### src/rtl/control_unit.sv
// Instruction-sequencing FSM for the simple 16-bit processor: fetches a 9-bit
// instruction and steps mv/mvi/add/sub through T0..T3. Define CTRL_MVNZ_EN to add mvnz.
module control_unit #(
  parameter int IR_W = 9,
  parameter int NREG = 8
) (
  input  logic            clock,
  input  logic            resetn,
  input  logic            run,
  input  logic [15:0]     din,
  input  logic            g_nz,
  output logic            ir_in,
  output logic [NREG-1:0] r_in,
  output logic            a_in,
  output logic            g_in,
  output logic            add_sub,
  output logic [7:0]      sel_r,
  output logic            sel_g,
  output logic            sel_din,
  output logic            done
);

  typedef enum logic [1:0] {T0 = 2'd0, T1 = 2'd1, T2 = 2'd2, T3 = 2'd3} tstep_e;

  typedef enum logic [2:0] {
    OP_MV   = 3'b000,
    OP_MVI  = 3'b001,
    OP_ADD  = 3'b010,
    OP_SUB  = 3'b011,
    OP_MVNZ = 3'b100
  } opcode_e;

  tstep_e            tstep_q, tstep_d;
  logic [IR_W-1:0]   ir_q, ir_d;

  opcode_e           opcode;
  logic [2:0]        rx, ry;
  logic              is_arith;

  assign opcode   = opcode_e'(ir_q[IR_W-1 -: 3]);
  assign rx       = ir_q[5:3];
  assign ry       = ir_q[2:0];
  assign is_arith = (opcode == OP_ADD) || (opcode == OP_SUB);

  // din[15:9] is only data, never instruction; g_nz matters only with mvnz.
`ifdef CTRL_MVNZ_EN
  logic unused_din;
  assign unused_din = ^din[15:IR_W];
`else
  logic unused_din;
  assign unused_din = ^{din[15:IR_W], g_nz};
`endif

  // NOTE: every signal driven here gets a default first, so no path leaves a
  // value held over from the previous evaluation (which would infer a latch).
  always_comb begin
    tstep_d = tstep_q;
    ir_d    = ir_q;
    ir_in   = 1'b0;
    r_in    = '0;
    a_in    = 1'b0;
    g_in    = 1'b0;
    add_sub = 1'b0;
    sel_r   = '0;
    sel_g   = 1'b0;
    sel_din = 1'b0;
    done    = 1'b0;

    unique case (tstep_q)
      T0: begin
        if (run) begin
          ir_in   = 1'b1;
          ir_d    = din[IR_W-1:0];
          tstep_d = T1;
        end
      end

      T1: begin
        tstep_d = T0;
        case (opcode)
          OP_MV: begin
            sel_r = {5'b0, ry};
            r_in  = NREG'(1) << rx;
            done  = 1'b1;
          end
          OP_MVI: begin
            sel_din = 1'b1;
            r_in    = NREG'(1) << rx;
            done    = 1'b1;
          end
          OP_ADD, OP_SUB: begin
            sel_r   = {5'b0, rx};
            a_in    = 1'b1;
            tstep_d = T2;
          end
`ifdef CTRL_MVNZ_EN
          OP_MVNZ: begin
            if (g_nz) begin
              sel_r = {5'b0, ry};
              r_in  = NREG'(1) << rx;
            end
            done = 1'b1;
          end
`endif
          default: done = 1'b1;
        endcase
      end

      T2: begin
        tstep_d = T0;
        if (is_arith) begin
          sel_r   = {5'b0, ry};
          g_in    = 1'b1;
          add_sub = (opcode == OP_SUB);
          tstep_d = T3;
        end
      end

      T3: begin
        tstep_d = T0;
        if (is_arith) begin
          sel_g = 1'b1;
          r_in  = NREG'(1) << rx;
          done  = 1'b1;
        end
      end

      default: tstep_d = T0;
    endcase

    // Outputs must be quiet the moment resetn falls, before state has settled.
    if (!resetn) begin
      ir_in   = 1'b0;
      r_in    = '0;
      a_in    = 1'b0;
      g_in    = 1'b0;
      add_sub = 1'b0;
      sel_r   = '0;
      sel_g   = 1'b0;
      sel_din = 1'b0;
      done    = 1'b0;
    end
  end

  // NOTE: state flops use non-blocking assignments so every flop samples the
  // pre-edge values, independent of statement order.
  always_ff @(posedge clock or negedge resetn) begin
    if (!resetn) begin
      tstep_q <= T0;
      ir_q    <= '0;
    end else begin
      tstep_q <= tstep_d;
      ir_q    <= ir_d;
    end
  end

endmodule

### config.mk
export PLATFORM = sky130hd
export DESIGN_NAME = control_unit
export DESIGN_NICKNAME = d
export VERILOG_FILES = /design/src/rtl/control_unit.sv
export SDC_FILE = /design/constraint.sdc
export NUM_CORES = 1
export LEC_CHECK = 0
export BUFFER_PORTS_ARGS = -buffer_cell sky130_fd_sc_hd__buf_2
export CORE_ASPECT_RATIO = 0.75
export CORE_MARGIN = 2
export CORE_UTILIZATION = 30
export CTS_BUF_LIST = sky130_fd_sc_hd__clkbuf_16
export DETAILED_ROUTE_END_ITERATION = 8
export RECOVER_POWER = 25
export SYNTH_ARGS = -nofsm -noshare
export SYNTH_HDL_FRONTEND = slang
export SYNTH_SLANG_ARGS = --single-unit
export TNS_END_PERCENT = 5
### constraint.sdc
create_clock -name clock -period 4.9 [get_ports clock]
set_input_delay 0.98 -clock clock [delete_from_list [all_inputs] [get_ports clock]]
set_output_delay 0.98 -clock clock [all_outputs]
set_load 0.05 [all_outputs]
==> impl_metrics.toml <==
[clock_network]
cts-root-buf = "clkbuf_16"
cts_tree = "built"
insertion_delay_ns = 0.24
cts_resized = 0
cts_setup_buffers = 0
htreeDepth = 1
cts_made_buffers = 3
cts_buffer_depth = 2
cts_sinks = 11
clkSlewWorstSetupHoldPaths_ns = 0.04
ctsHoldBuffers = 0

[pwr]
power_switching_uw = 264
combPwrFrac_pct = 45.3
ir_drop_mv = 0.298
power.share.switching_pct = 42.6
p_int_uw = 356
p_leak_nw = 0.503
power_density_nw_per_um2 = 623
power_frac_clock_pct = 23.7
seqPwrFrac_pct = 31.0

[global_route]
grt_pass1_wl_mm = 3.02
grt_use_total_pct = 13.6
antenna_found_initial = 0
grt_max_degree = 21
grt_pass1_vias = 638
overflow = 0

[drt]
postRouteAntennaNets = 0
drc = 0
drt-initial-drc-count = 30
post_drt_wl_per_cell_um = 13.2
vias = 666
vias_per_cell = 4.86
drt-pass1-iter-count = 4
routed_wl_mm = 1.81

[min_path]
worstHoldStart = "ir_q[1]"
hold_path_class = "flip-flop to flip-flop"
hold_path_end = "ir_q[1]"
whs_path_depth = 1

[timing]
finalSetupViolCount = 0
relSlewSlack_pct = 41.1
hold_viol = 0
fin_crit_ns = 3.66
setup-tns-final_ns = 0
skew_ns = 0.00448
slew_violations = 0
setup_ws_ns = 1.24
fmax_mhz = 273
grt_setup_unrepaired = "no"
tightest_slew_ns = 0.884
post-route-period-util_pct = 74.7

[worst_setup_path]
r2r-end = "ir_q[4]"
reg2reg_slack_ns = 3.39
crit_type = "input pin to primary output"
crit_required_ns = 3.92
slowest_stage = "clkbuf_1"
reg2reg_from = "tstep_q[0]"
cp_max_fo = 20
crit_top_cell = "a32o_1"
crit_start = "resetn"
path_cells = "clkbuf_1 -> and4b_2 -> a32o_1 -> a32o_1 -> buf_2"
start_kind = "input pin"
critPathCaptureType = "primary output"
arrival_ns = 2.68
reg2reg_depth = 4
cpPeakStageDelay_ns = 0.64

[placed_design]
dp_slack_ns = 1.67
hpwl_mm = 1.33
io_buffer_count = 29
place_congestion = 0.831

[cells_and_area]
nFillCells = 243
drive_gt1_share_pct = 43.7
n_antenna_cell = 0
final_common_cell = "buf_2"
layout_common_cells = "buf_2, dfrtp_1, mux2_2"
areaGrowthSynthToFinish_pct = 30.3
final_nets = 129

[logic_synthesis]
postSynthAreaPerCell_sq_um = 10.6
ys_types = 26
ys_ff_latch = 11
ys_warn_count = 0
syn_inst = 72
yosysSeqAreaShare_pct = 36.1
syn_area_sq_um = 763

[floorplan]
die_area_sq_um = 2970
die_y_um = 47.7
num_io_pins = 43
std_cell_rows = 15
coreArea_sq_um = 2350
initial_core_util_pct = 32.5
die_width_um = 62.2

[run]
cap_violations = 0

[status]
status = "finished, final reports clean"
[sequential cells by signal (all words and copies together) (netlist names)]
name and flops:
ir_q 9, tstep_q 2
[how the worst max path moves through the flow]
stage	end	slack [ns]	cells after the start
after floorplan	r_in[0]	1.24	6
after global placement	sel_r[1]	1.70	5
after detailed placement	sel_r[2]	1.67	5
after CTS	sel_r[2]	1.63	5
after global routing	r_in[1]	0.98	4
final	sel_r[2]	1.24	5
[power groups by stage]
stage	sequential, mW	combinational (mW)	clock, mW
finish	0.192	0.281	0.147
global route	0.202	0.307	0.155
CTS	0.193	0.284	0.148
detailed placement	0.191	0.280	0
global placement	0.187	0.272	0
floorplan	0.172	0.244	0
[critical path, delay by kind of cell]
kind | cells | cell delay, ns
compound gates | 2 | 0.36
buf+inv | 2 | 0.91
simple gates | 1 | 0.43
[metrics by stage]
step                      utilization, %  cells  power, mW  hold WS [ns]  cell area, sq um
after floorplan                        -     76      0.416         0.480               778
after global placement              39.1    133      0.460         0.496               917
after detailed placement            39.1    133      0.471         0.498               917
after CTS                           42.5    137      0.625         0.507               996
after global routing                42.4    137      0.664         0.528               995
final                               42.4    137      0.620         0.506               995
[cell families (layout without fill, tap and decap cells)]
kind of cell	after synthesis	after routing	synth area share (%)
AO/OA/AOI/OAI	10	10	10.2
adder cells (fa/ha/maj)	5	5	8.20
buffers and inverters	10	37	8.36
flip-flops	11	11	36.1
multiplexers	11	11	15.9
other	1	5	0.491
AND/OR/NAND/NOR	24	24	20.8
[cells in the mapped netlist]
master,instances,share of area (%)
inv_1,4,2.0
dfrtp_1,11,36
a21oi_1,1,0.66
nor2_1,2,0.98
buf_6,1,1.5
and4b_2,1,1.5
or3_4,1,1.5
mux2_2,9,13
and4bb_2,1,1.6
nor4_1,4,3.3
ha_1,5,8.2
buf_4,5,4.9
or3b_4,1,1.5
nand2_1,2,0.98
nor2b_1,3,2.5
a211oi_1,1,0.98
mux2i_1,2,2.6
or2_2,1,0.82
conb_1,1,0.49
and3_1,4,3.3
o21ai_0,2,1.3
o31ai_1,1,0.98
a32o_1,4,5.2
o211ai_1,1,0.98
and2_1,2,1.6
nor3_1,2,1.3
[layer usage]
layer / part of all wire [%] / track usage [%]
met2: 44 / 23.0
met4: 0.94 / 6.67
met3: 8.2 / 3.29
met5: 0 / 0
met1: 47 / 17.1
[layout make-up]
cell class / count / area [sq um] / share of cell area, %
multi-input cells: 55 / 439 / 44.2
flip-flops and latches: 11 / 275 / 27.7
repair buffers: 29 / 144 / 14.5
clock buffers: 3 / 75.1 / 7.55
well taps: 34 / 42.5 / 4.28
inverters: 4 / 15.0 / 1.51
clock inverters: 1 / 3.75 / 0.377
(Power assumes the default switching activity.)
